`src/rtl/nq_pkg.sv`:
```
// Shared encodings for the NanoQuarter execute/memory/write-back slice.
package nq_pkg;

   // Major opcode classes carried in op_in
   typedef enum logic [1:0] {
      OP_R   = 2'b00,
      OP_MEM = 2'b01,
      OP_BR  = 2'b10,
      OP_JMP = 2'b11
   } op_e;

   // ALU function codes
   typedef enum logic [2:0] {
      F_NAND = 3'b000,
      F_XOR  = 3'b001,
      F_SLL  = 3'b010,
      F_SRL  = 3'b011,
      F_SRA  = 3'b100,
      F_ADD  = 3'b101,
      F_SUB  = 3'b110,
      F_PASS = 3'b111
   } alu_fn_e;

   // Memory sub-operations, taken from funct_in[1:0]
   typedef enum logic [1:0] {
      M_LW = 2'b00,
      M_SW = 2'b01,
      M_LB = 2'b10,
      M_SB = 2'b11
   } mem_op_e;

   localparam int unsigned DATA_W = 16;
   localparam int unsigned PC_W   = 32;

endpackage

```
`src/rtl/nq_alu.sv`:
```
// 16-bit combinational ALU: logic, shifts and add/sub, no flags.
module nq_alu
   import nq_pkg::*;
(
   input  logic [DATA_W-1:0] a_i,
   input  logic [DATA_W-1:0] b_i,
   input  logic [2:0]        op_i,
   input  logic [1:0]        shamt_i,
   output logic [DATA_W-1:0] result_o
);

   alu_fn_e fn;
   assign fn = alu_fn_e'(op_i);

   // Evaluate the selected function; arithmetic wraps at 16 bits
   always_comb begin
      result_o = '0;
      case (fn)
         F_NAND:  result_o = ~(a_i & b_i);
         F_XOR:   result_o = a_i ^ b_i;
         F_SLL:   result_o = a_i << shamt_i;
         F_SRL:   result_o = a_i >> shamt_i;
         F_SRA:   result_o = $unsigned($signed(a_i) >>> shamt_i);
         F_ADD:   result_o = a_i + b_i;
         F_SUB:   result_o = a_i - b_i;
         F_PASS:  result_o = b_i;
         default: result_o = '0;
      endcase
   end

endmodule

```
`src/rtl/integration_2.sv`:
```
// NanoQuarter execute/memory/write-back slice: ALU, write-back mux,
// register-write decode and the registered next-PC.
module integration_2
   import nq_pkg::*;
(
   input  logic        clk,
   input  logic        rst,
   input  logic [15:0] reg1data_in,
   input  logic [15:0] reg2data_in,
   input  logic [7:0]  jtarget_in,
   input  logic [5:0]  memaddr_in,
   input  logic [4:0]  boffset_in,
   input  logic [2:0]  funct_in,
   input  logic [2:0]  ALUfunct_in,
   input  logic [1:0]  op_in,
   input  logic [1:0]  shamt_in,
   input  logic        bne_in,
   input  logic        jr_in,
   input  logic [31:0] PC_in,
   input  logic [15:0] memdata,
   output logic [31:0] PC_out,
   output logic [15:0] mmuxout,
   output logic        regwrite
);

   op_e         op;
   mem_op_e     mem_op;
   logic [15:0] alu_a;
   logic [15:0] alu_b;
   logic [2:0]  alu_op;
   logic [15:0] alu_res;
   logic [31:0] pc_inc;
   logic [31:0] boff_ext;
   logic [31:0] pc_d;
   logic [31:0] pc_q;

   assign op     = op_e'(op_in);
   assign mem_op = mem_op_e'(funct_in[1:0]);

   // Operand/function select; memory ops force base+offset address generation
   always_comb begin
      alu_a  = reg1data_in;
      alu_b  = reg2data_in;
      alu_op = (op == OP_R) ? funct_in : ALUfunct_in;
      if (op == OP_MEM) begin
         alu_a  = reg2data_in;
         alu_b  = {10'b0, memaddr_in};
         alu_op = F_ADD;
      end
   end

   nq_alu u_alu (
      .a_i      (alu_a),
      .b_i      (alu_b),
      .op_i     (alu_op),
      .shamt_i  (shamt_in),
      .result_o (alu_res)
   );

   // Write-back data: loads return memory data, everything else the ALU result
   always_comb begin
      mmuxout = alu_res;
      if (op == OP_MEM) begin
         case (mem_op)
            M_LW:    mmuxout = memdata;
            M_LB:    mmuxout = {{8{memdata[7]}}, memdata[7:0]};
            default: mmuxout = alu_res;
         endcase
      end
   end

   // Register write for R-type and loads only
   always_comb begin
      regwrite = 1'b0;
      case (op)
         OP_R:    regwrite = 1'b1;
         OP_MEM:  regwrite = (mem_op == M_LW) || (mem_op == M_LB);
         default: regwrite = 1'b0;
      endcase
   end

   assign pc_inc   = PC_in + 32'd1;
   assign boff_ext = {{27{boffset_in[4]}}, boffset_in};

   // Next-PC priority: jump, taken BNE, then sequential
   always_comb begin
      if (jr_in)
         pc_d = {24'b0, jtarget_in};
      else if (bne_in && (reg1data_in != reg2data_in))
         pc_d = pc_inc + boff_ext;
      else
         pc_d = pc_inc;
   end

   // PC register, cleared asynchronously by rst
   always_ff @(posedge clk or posedge rst) begin
      if (rst)
         pc_q <= '0;
      else
         pc_q <= pc_d;
   end

   assign PC_out = pc_q;

endmodule

```
`config.mk`:
```
export PLATFORM = sky130hd
export DESIGN_NAME = integration_2
export DESIGN_NICKNAME = d
export VERILOG_FILES = /design/src/rtl/nq_pkg.sv /design/src/rtl/nq_alu.sv /design/src/rtl/integration_2.sv
export SDC_FILE = /design/constraint.sdc
export NUM_CORES = 1
export LEC_CHECK = 0
export BUFFER_PORTS_ARGS = -buffer_cell sky130_fd_sc_hd__buf_2
export CORE_UTILIZATION = 43
export CTS_CLUSTER_SIZE = 40
export DETAILED_ROUTE_END_ITERATION = 8
export PLACE_DENSITY = 0.63
export SLEW_MARGIN = 5
export SYNTH_ARGS = -nofsm -noshare
export SYNTH_HDL_FRONTEND = slang
export SYNTH_SLANG_ARGS = --single-unit
export TNS_END_PERCENT = 30
```
`constraint.sdc`:
```
create_clock -name clk -period 8.1 [get_ports clk]
set_input_delay 1.62 -clock clk [delete_from_list [all_inputs] [get_ports clk]]
set_output_delay 1.62 -clock clk [all_outputs]
set_load 0.02 [all_outputs]
```
## After elaboration in Yosys (flattened, before gate mapping)

Cells that the tools add are included.

- Bitwise operators: 3
- Reductions and logical operators: 5
- Equal/unequal tests: 10
- Mux-type cells: 10
- Shift-type cells: 3
- Add/subtract/negate cells: 4

Operators with widths:

| kind | count |
|---|---|
| one-hot mux 16 bit (8 select lines) | 1 |
| 2-to-1 mux 32 bit | 2 |
| 2-to-1 mux 16 bit | 3 |
| adder 32 x 1 -> 32 bit, second input constant | 1 |
| adder 32 bit | 1 |
| one-hot mux 16 bit (2 select lines) | 1 |
| adder 16 bit | 1 |
| AND 16 bit | 1 |
| != test 16 bit | 1 |
| inverter 16 bit | 1 |
| left shift 16 x 2 -> 16 bit | 1 |
| >> shifter 16 x 2 -> 16 bit | 1 |
| >>> shifter 16 x 2 -> 16 bit | 1 |
| subtractor 16 bit | 1 |
| XOR 16 bit | 1 |
| == test 3 bit, second input constant | 4 |
| == test 3 x 2 -> 1 bit, second input constant | 2 |
| 2-to-1 mux 3 bit | 2 |
| zero test 2 bit | 2 |
| == test 3 x 1 -> 1 bit, second input constant | 1 |
| zero test 3 bit | 1 |
| == test 2 x 1 -> 1 bit, second input constant | 1 |
| == test 2 bit, second input constant | 1 |
| one-hot mux 1 bit (2 select lines) | 1 |
| 2 further kinds | 2 |

- Word-level logic and storage cells: 36
- Register bits after elaboration: 32

## Depth between registers and ports, before layout

Gate-level depths: netlist (run 1).

- Depth after elaboration: 7
- Depth in mapped cells: 19

## Cells and area by module

From an unflattened synthesis (run 1), not the netlist that was laid out.

- Cells, all modules: 959
- Area total of the unflattened synthesis: 7250.7 um^2

Modules (own cells, without submodules):

| module | area an instance (um^2) | times used | cells an instance |
|---|---|---|---|
| integration_2 | 4301.6 | 1 | 546 |
| nq_alu | 2949.1 | 1 | 413 |

## Worst setup path before layout (run 1)

OpenSTA, ideal clock, no wires.

- Kind: input to output
- Start: input op_in[0]
- End: output mmuxout[13]
- Data arrival time: 5.453 ns
- Stages on the path: 19
- Setup slack: 1.027 ns
- Path through: buf_6 -> nand2b_1 -> clkbuf_1 -> buf_2 -> buf_2 -> clkbuf_1 -> a21boi_0 -> nor2_1 -> xnor2_1 -> ha_1 -> o21ai_0 -> nor4b_1 -> a211oi_2 -> a211oi_2 -> o31ai_1 -> a21oi_1 -> xnor2_1 -> nand2_1 -> a221oi_1

- Longest elaborated chain between the ends: 7

RTL lines:

| item | line | RTL |
|---|---|---|
| from (decl) | integration_2.sv:15 | `input logic [1:0] op_in,` |
| parallel branches: the longest is 6 deep, another holds subtractor 16 bit | -- |  |
| 2-to-1 mux 16 bit * | integration_2.sv:63 | `if (op == OP_MEM) begin` |
| to (decl) | integration_2.sv:22 | `output logic [15:0] mmuxout,` |

Mark *: on every way between the ends.

## Final worst setup path (run 1)

- Start: input op_in[0]
- End: output mmuxout[15]

The elaborated chain is that of the path after synthesis.

==> qor.txt, run 1 <==
Sw Ratio -> 0.442
global-route wire length before repair -> 33.1 mm
Die Wd -> 126 um
clock sink count -> 32
DR vias/cell -> 5.82
Cell Area, Placed -> 7580 um2
Reg clk slew, reported paths -> 50 ps
Initial Util -> 0.439
critical path class -> in2out
PostCTS Resize Cnt -> 0
clock tree from TritonCTS -> built
I/O pin count -> 162
Tcrit/Tclk final -> 0.892
Final ANT Viol Nets -> 0
vias in the first global route -> 6599
1st-iter DRT viols -> 569
Placer Congestion -> 0.919
via count -> 7319
Data arrival, critical path -> 5600 ps
setup TNS -> 0 ps
CP endpoint kind -> primary output
RSZ-0062 raised after global routing -> false
die area -> 16000 um2
routed wire length -> 21.2 mm
maximum VDD drop -> 0.0935 mV
Hold Path Class -> in2reg
Worst EP required -> 6480 ps
post-layout net count -> 1243
worst rel slew slack -> 0.273
CTS root buf -> clkbuf_16
Initial DRT Pass Iterations -> 5
XOR/XNOR share of the synthesized area -> 0.120
Setup-failing EPs final -> 0
Critical Path Max Stage Delay -> 510 ps
floorplan core area -> 15100 um2
die span in y -> 126 um
initial antenna violation count -> 1
Critical Path Source Type -> input pin
EDFF count, synth -> 0
max_cap viols -> 0
total CTS buffers -> 5
Fin Hold WS -> 1560 ps
Final Max Tran Viols -> 0
GRT Total Usage -> 0.257
multiplexer share of the synthesized area -> 0.0820
total grt overflow -> 0
Synthesis Warnings -> 0
Crit Path Max Fanout -> 14
I/O Buffers -> 161
largest family of logic cells by synthesized area -> compound AO/OA/AOI/OAI gates
post-layout min period -> 7220 ps
largest net degree at the start of global routing -> 51
cell area after synthesis -> 6660 um2
CP max-delay cell -> or3_1
Post-route DRC -> 0
slew at the pin closest to its max-slew limit -> 1090 ps
switching power of the nets -> 0.426 mW
power density cells -> 125 nW/um2
max reg flops -> 32
synthesized instance count -> 933
number of synthesized register bits -> 32
final instance area -> 7730 um2
Internal Pwr Total -> 0.538 mW
Fin. Hold Viols -> 0
sequential area share after synthesis -> 0.120
Flop pwr share -> 0.186
post-synth cell types -> 73
Post-Synth Simple-Gate Area -> 0.235
layout cells sized above 1 -> 0.181
Fmax achieved -> 0.138 GHz
ys flop type -> dfrtp_1
area delta synth->final -> 16.1%
CTS max path bufs -> 2
Clock H-tree levels -> 2
Comb power frac -> 0.629
Rows -> 45
Synth async-reset ratio -> 1.00
Detailed Place HPWL -> 17.0 mm
leakage power total -> 3.77 nW
Clock power frac -> 0.185
post-CTS setup buffer count -> 0
Compound-Gate Fraction of Synth Area -> 0.272
Syn Area/Cell -> 7.13 um2
status -> finished, final reports clean
Hold-fix buffers, CTS -> 0
Avg WL per Cell -> 16.8 um
syn nets -> 1108
worst path cell trace -> buf_2 > nor2b_4 > mux2i_2 > nand4b_4 > or3_1 > nand2_1 > xor2_1 > ha_1 > or3_1 > o21ai_0 > nor3_1 > a2111o_1 > a21oi_1 > xnor2_1 > o21ai_1 > buf_2
Adder-Cell Fraction of Synth Area -> 0.119
-- power groups by stage --
stage	logic [mW]	registers [mW]	clock network (mW)
after floorplan	0.408	0.205	0
final	0.607	0.179	0.178
after global routing	0.664	0.180	0.189
after global placement	0.596	0.182	0
after CTS	0.600	0.179	0.182
after detailed placement	0.596	0.182	0
-- stage by stage --
stage	utilization	worst slack [ps]	total power, mW	cells
final	0.510	879	0.964	1258
after global routing	0.510	545	1.03	1258
after CTS	0.510	884	0.962	1257
after detailed placement	0.501	898	0.778	1249
after global placement	0.501	966	0.778	1249
after floorplan	-	1030	0.612	933
-- worst paths after layout --
| kind | end | startpoint | depth (start not counted) |
|---|---|---|---|
| min | PC_out[2]$_DFF_PP0_ | jtarget_in[2] | 3 |
| min in group asynchronous | PC_out[3]$_DFF_PP0_ | rst | 2 |
| max | mmuxout[15] | op_in[0] | 16 |
| max in group asynchronous | PC_out[26]$_DFF_PP0_ | rst | 2 |
-- layout make-up --
cell class / count / area (um2)
tap: 188 / 235
inverter: 42 / 158
timing repair buffer: 171 / 881
clock buffer: 8 / 146
antenna: 1 / 2.50
fill: 1577 / 7410
sequential: 32 / 801
multi-input combinational: 816 / 5510
-- critical path, delay by kind of cell --
kind	cells	cell delay, ps
buffers and inverters	2	350
multiplexers	1	440
XOR/XNOR	2	260
AO/OA/AOI/OAI	4	910
AND/OR/NAND/NOR	6	1730
adder cells (fa/ha/maj)	1	290
-- per-layer routing --
metal / part of all wire / up-vias / global-route usage
met5: 0 / - / 0
li1: - / 3680 / -
met2: 0.46 / 315 / 0.436
met4: 0.027 / 0 / 0.0914
met1: 0.46 / 3284 / 0.346
met3: 0.059 / 40 / 0.0131
-- synthesized netlist by cell type (all sizes together) (5+ instances only) --
| library cell | instances | area [um2] |
|---|---|---|
| a21oi | 105 | 526 |
| nor2 | 97 | 364 |
| nand2 | 93 | 349 |
| ha | 60 | 751 |
| xnor2 | 53 | 464 |
| mux2i | 50 | 508 |
| o21ai | 49 | 245 |
| inv | 42 | 158 |
| xor2 | 38 | 333 |
| clkbuf | 34 | 128 |
| dfrtp | 32 | 801 |
| nand3 | 29 | 145 |
| a211oi | 21 | 168 |
| a21o | 18 | 135 |
| nor3 | 18 | 90.1 |
| and3 | 16 | 100 |
| o22ai | 14 | 93.8 |
| nand4 | 12 | 75.1 |
| and2 | 11 | 68.8 |
| nor4 | 11 | 68.8 |
| o31ai | 10 | 80.1 |
| buf | 9 | 62.6 |
| or3 | 9 | 56.3 |
| nand2b | 8 | 50.1 |
| a31oi | 7 | 43.8 |
| a221oi | 6 | 52.6 |
| nor2b | 6 | 45.0 |
| o211ai | 6 | 50.1 |
| o221ai | 6 | 52.6 |
| o21a | 5 | 37.5 |
-- cell usage in the layout (no fill, tap or decap), types with 6 or more instances in the layout --
cell      synthesis  layout
a211oi_1         19      19
a21o_1           18      18
a21oi_1         105     105
a221oi_1          6       6
a31oi_1           7       7
and2_1           10      10
and3_1           16      16
buf_2             5     161
buf_4             0      10
dfrtp_1          32      32
ha_1             60      60
inv_1            40      40
mux2i_1          48      48
nand2_1          93      93
nand2b_1          8       8
nand3_1          29      29
nand4_1          12      12
nor2_1           97      97
nor3_1           18      18
nor4_1           11      11
o21ai_0          46      46
o221ai_1          6       6
o22ai_1          13      13
o31ai_1           9       9
or3_1             9       9
xnor2_1          53      53
xor2_1           38      38
-- kinds of logic (layout without fill, tap and decap cells) --
| group | Yosys count | in the layout |
|---|---|---|
| other cells | 0 | 1 |
| mux | 53 | 53 |
| compound gates | 284 | 284 |
| simple gates | 326 | 326 |
| xor+xnor | 91 | 91 |
| buf+inv | 85 | 221 |
| fa+ha+maj | 62 | 62 |
| flops | 32 | 32 |
Note: power is estimated with default switching activity, not from simulation.
==> inputs of run 2 (changes only) <==
CTS_BUF_LIST = sky130_fd_sc_hd__clkbuf_16   (was not set)
clock period = 8.23 ns   (was 8.1 ns; I/O delays follow)
==> run 2 against run 1 <==
  * Critical path depth unchanged
  * Die area unchanged
  * Critical path type unchanged
  * Clock-buffer cell count down 3
  * Largest cell class unchanged
==> qor.txt, run 2 (same netlist as run 1, synthesis figures left out) <==
Die Wd -> 126 um
GRT met2 Usage -> 0.440
power density cells -> 122 nW/um2
fillers -> 1556
Rows -> 45
post-CTS setup buffer count -> 0
Clock H-tree levels -> 2
Final Max Tran Viols -> 0
Initial DRT Pass Iterations -> 7
RSZ-0062 raised after global routing -> false
leakage power total -> 3.77 nW
status -> finished, final reports clean
max reg flops -> 32
vias in the first global route -> 6725
crit path capture -> mmuxout[15]
clock sink count -> 32
clock tree from TritonCTS -> built
Final ANT Viol Nets -> 0
largest net degree at the start of global routing -> 51
total grt overflow -> 0
1st-iter DRT viols -> 470
max_cap viols -> 0
most frequent cells in the layout -> 161 x buf_2, 105 x a21oi_1, 97 x nor2_1
Fin Hold WS -> 1580 ps
Crit Path Max Fanout -> 14
Fin. Hold Viols -> 0
CTS root buf -> clkbuf_16
Critical Path Max Stage Delay -> 510 ps
floorplan core area -> 15100 um2
DR vias/cell -> 5.83
final instance area -> 7720 um2
Tcrit/Tclk final -> 0.893
die area -> 16000 um2
footprint of the multi-input gates -> 5510 um2
Reg clk slew, reported paths -> 50 ps
Post-route DRC -> 0
Hold-fix buffers, CTS -> 0
met3 Usage GRT -> 0.0198
GRT Total Usage -> 0.264
slew at the pin closest to its max-slew limit -> 1110 ps
Hold Path Class -> in2reg
setup TNS -> 0 ps
Setup-failing EPs final -> 0
post-layout min period -> 7350 ps
Cell Area, Placed -> 7590 um2
CP endpoint kind -> primary output
Initial Util -> 0.439
post-layout net count -> 1244
Fmax achieved -> 0.136 GHz
critical path class -> in2out
Worst EP required -> 6580 ps
worst rel slew slack -> 0.262
I/O pin count -> 162
CTS max path bufs -> 2
I/O Buffers -> 161
worst path cell trace -> buf_2 > nor2b_4 > mux2i_2 > nand4b_4 > or3_1 > o21ai_0 > xor2_1 > ha_1 > or3_1 > o21ai_0 > nor3_1 > a2111o_1 > a21oi_1 > xnor2_1 > o21ai_1 > buf_2
most used routing layer -> met2
Power, Total -> 0.939 mW
Detailed Place HPWL -> 17.0 mm
PostCTS Resize Cnt -> 0
Data arrival, critical path -> 5700 ps
Placer Congestion -> 0.908
area delta synth->final -> 16.1%
CP max-delay cell -> or3_1
most common cell after layout, fill and taps aside -> buf_2
Critical Path Source Type -> input pin
global-route wire length before repair -> 33.8 mm
met1 usage -> 0.346
routed wire length -> 21.4 mm
via count -> 7336
CP startpoint -> op_in[0]
die span in y -> 126 um
layout cells sized above 1 -> 0.181
total CTS buffers -> 5
FF+latch area -> 801 um2
initial antenna violation count -> 1
maximum VDD drop -> 0.106 mV
Avg WL per Cell -> 17.0 um
==> run 2: cell count changes in the layout (fill, tap and decap cells not counted), sizes merged <==
cell and delta:
clkbuf -3, clkinv +2, buf +1
==> run 2: through the flow <==
stage / instances / worst slack [ps] / utilization
floorplan: 933 / 1100 / -
global placement: 1250 / 1050 / 0.501
detailed placement: 1250 / 978 / 0.501
CTS: 1257 / 971 / 0.510
global route: 1258 / 658 / 0.510
finish: 1258 / 881 / 0.510
==> run 2: worst min-delay path by stage <==
stage | start | endpoint | slack [ps] | cells past startpoint
finish | jtarget_in[2] | PC_out[2]$_DFF_PP0_ | 1580 | 3
global route | jtarget_in[1] | PC_out[1]$_DFF_PP0_ | 1590 | 3
CTS | jtarget_in[2] | PC_out[2]$_DFF_PP0_ | 1580 | 3
detailed placement | jtarget_in[2] | PC_out[2]$_DFF_PP0_ | 1860 | 3
global placement | jtarget_in[1] | PC_out[1]$_DFF_PP0_ | 1860 | 3
floorplan | rst | PC_out[0]$_DFF_PP0_ | 1760 | 1
==> run 2: routing by layer <==
metal | routed length [um] | share of wire
met5 | 0 | 0
met4 | 640 | 0.030
met3 | 1150 | 0.054
met2 | 9890 | 0.46
met1 | 9690 | 0.45
==> run 2: power by group <==
part / internal, mW / switching (mW) / leakage, nW
combinational: 0.237 / 0.363 / 3.30
sequential: 0.173 / 0.00294 / 0.404
clock: 0.107 / 0.0559 / 0.0648
==> run 2: area by class of cell <==
class	count	area share
Clock inverter	2	0.000972
Inverter	42	0.0204
Multi-Input combinational cell	816	0.713
Antenna cell	1	0.000324
Timing Repair Buffer	172	0.115
Sequential cell	32	0.104
Tap cell	188	0.0305
Clock buffer	5	0.0162
==> run 2: critical path: cells and delay by family <==
| kind | cells | cell delay (ps) |
|---|---|---|
| and+or+nand+nor | 5 | 1660 |
| AOI/OAI and AO/OA | 5 | 1160 |
| muxes | 1 | 430 |
| buffers and inverters | 2 | 340 |
| adders and majority gates | 1 | 230 |
| xor gates and xnor gates | 2 | 200 |
==> inputs of run 3 (changes only) <==
PLACE_DENSITY = 0.67   (was 0.63)
==> run 3 against run 2 <==
  * Clock-buffer cell count unchanged
  * Largest cell class unchanged
  * Combinational power hardly changed
  * Worst hold slack got worse by 140 ps
  * Global-route usage fell by 0.24 points
  * Non-clock buffer count is 1 lower
==> qor.txt, run 3 (same netlist as run 1, synthesis figures left out) <==
Rows -> 45
Fmax achieved -> 0.138 GHz
Hold-fix buffers, CTS -> 0
routed wire length -> 21.4 mm
initial antenna violation count -> 0
slew at the pin closest to its max-slew limit -> 1350 ps
fillers -> 1569
floorplan core area -> 15100 um2
layout cells sized above 1 -> 0.181
power density cells -> 123 nW/um2
clock sink count -> 32
Tcrit/Tclk final -> 0.881
Reg clk slew, reported paths -> 50 ps
Post-route DRC -> 0
Setup-failing EPs final -> 0
I/O pin count -> 162
CTS max path bufs -> 2
met1 usage -> 0.338
RSZ-0062 raised after global routing -> false
setup TNS -> 0 ps
post-CTS setup buffer count -> 0
Comb power frac -> 0.630
maximum VDD drop -> 0.0998 mV
total CTS buffers -> 5
Internal Pwr Total -> 0.519 mW
worst rel slew slack -> 0.0977
critical path class -> in2out
DR vias/cell -> 5.90
vias in the first global route -> 6894
leakage power total -> 3.77 nW
post-route setup slack -> 977 ps
Fin. Hold Viols -> 0
Critical Path Max Stage Delay -> 520 ps
most used routing layer -> met2
Data arrival, critical path -> 5610 ps
Die Wd -> 126 um
Clock power frac -> 0.184
worst path cell trace -> buf_2 > nor2b_4 > mux2i_2 > nand4b_4 > or3_1 > o21ai_0 > xor2_1 > ha_1 > or3_1 > o21ai_0 > nor3_1 > a2111o_1 > a21oi_1 > xnor2_1 > o21ai_1 > buf_2
n_diodes -> 0
largest net degree at the start of global routing -> 51
Avg WL per Cell -> 17.1 um
CP startpoint -> op_in[0]
I/O Buffers -> 161
switching power of the nets -> 0.431 mW
via count -> 7422
GRT met2 Usage -> 0.453
die area -> 16000 um2
Worst EP required -> 6580 ps
CTS root buf -> clkbuf_16
Initial DRT Pass Iterations -> 5
status -> finished, final reports clean
Crit Path Max Fanout -> 14
die span in y -> 126 um
Hold Path Class -> in2async
CP max-delay cell -> or3_1
met3 Usage GRT -> 0.0245
most frequent cells in the layout -> 161 x buf_2, 105 x a21oi_1, 97 x nor2_1
pre-CTS setup slack -> 1000 ps
max_cap viols -> 0
post-layout min period -> 7250 ps
Final Max Tran Viols -> 0
Flop pwr share -> 0.185
Detailed Place HPWL -> 16.9 mm
CP endpoint kind -> primary output
post-layout net count -> 1243
area delta synth->final -> 16.0%
max reg flops -> 32
Final ANT Viol Nets -> 0
clock tree from TritonCTS -> built
Initial Util -> 0.439
Placer Congestion -> 0.908
global-route wire length before repair -> 33.8 mm
PostCTS Resize Cnt -> 0
Critical Path Source Type -> input pin
Clock H-tree levels -> 2
GRT Total Usage -> 0.262
total grt overflow -> 0
Sw Ratio -> 0.453
1st-iter DRT viols -> 587
most common cell after layout, fill and taps aside -> buf_2
==> run 3: cell types whose count changed in the layout (fill, tap and decap cells not counted), sizes merged <==
cell    delta
clkinv     +1
diode      -1
buf        -1
==> run 3: layer usage <==
metal,share of wire,up-vias
li1,-,3699
met1,0.43,3325
met2,0.47,353
met3,0.073,45
met4,0.026,0
met5,0,-
==> run 3: layout make-up <==
cell class / count / area, um2 / share of cell area
Inverter: 42 / 158 / 0.0204
Tap cell: 188 / 235 / 0.0305
Sequential cell: 32 / 801 / 0.104
Clock inverter: 3 / 13.8 / 0.00178
Clock buffer: 5 / 125 / 0.0162
Timing Repair Buffer: 171 / 881 / 0.114
Multi-Input combinational cell: 816 / 5510 / 0.713
==> run 3: worst paths after layout <==
check / end / slack (ps) / cells past startpoint
worst max-delay path: mmuxout[15] / 980 / 16
worst min-delay path: PC_out[16]$_DFF_PP0_ / 1440 / 3
max in group asynchronous: PC_out[22]$_DFF_PP0_ / 6510 / 3
min in group clk: PC_out[2]$_DFF_PP0_ / 1580 / 3
==> run 3: power by group through the flow <==
stage	clock, mW	combinational [mW]	sequential (mW)
detailed placement	0	0.588	0.179
floorplan	0	0.401	0.201
CTS	0.176	0.592	0.176
finish	0.175	0.599	0.176
global placement	0	0.586	0.179
global route	0.184	0.656	0.178
==> run 3: critical path, delay by kind of cell <==
| family | cells | cell delay [ps] |
|---|---|---|
| fa+ha+maj | 1 | 230 |
| xor+xnor | 2 | 200 |
| buf+inv | 2 | 350 |
| mux | 1 | 420 |
| compound gates | 5 | 1140 |
| simple gates | 5 | 1640 |
==> run 3: through the flow <==
| stage | area (um2) | hold slack (ps) | instances | utilization | power [mW] |
|---|---|---|---|---|---|
| after global routing | 7720 | 1480 | 1257 | 0.510 | 1.02 |
| after detailed placement | 7580 | 1740 | 1249 | 0.501 | 0.767 |
| after floorplan | 6660 | 1760 | 933 | - | 0.603 |
| after CTS | 7720 | 1460 | 1257 | 0.510 | 0.944 |
| final | 7720 | 1440 | 1257 | 0.510 | 0.950 |
| after global placement | 7580 | 1740 | 1249 | 0.501 | 0.765 |
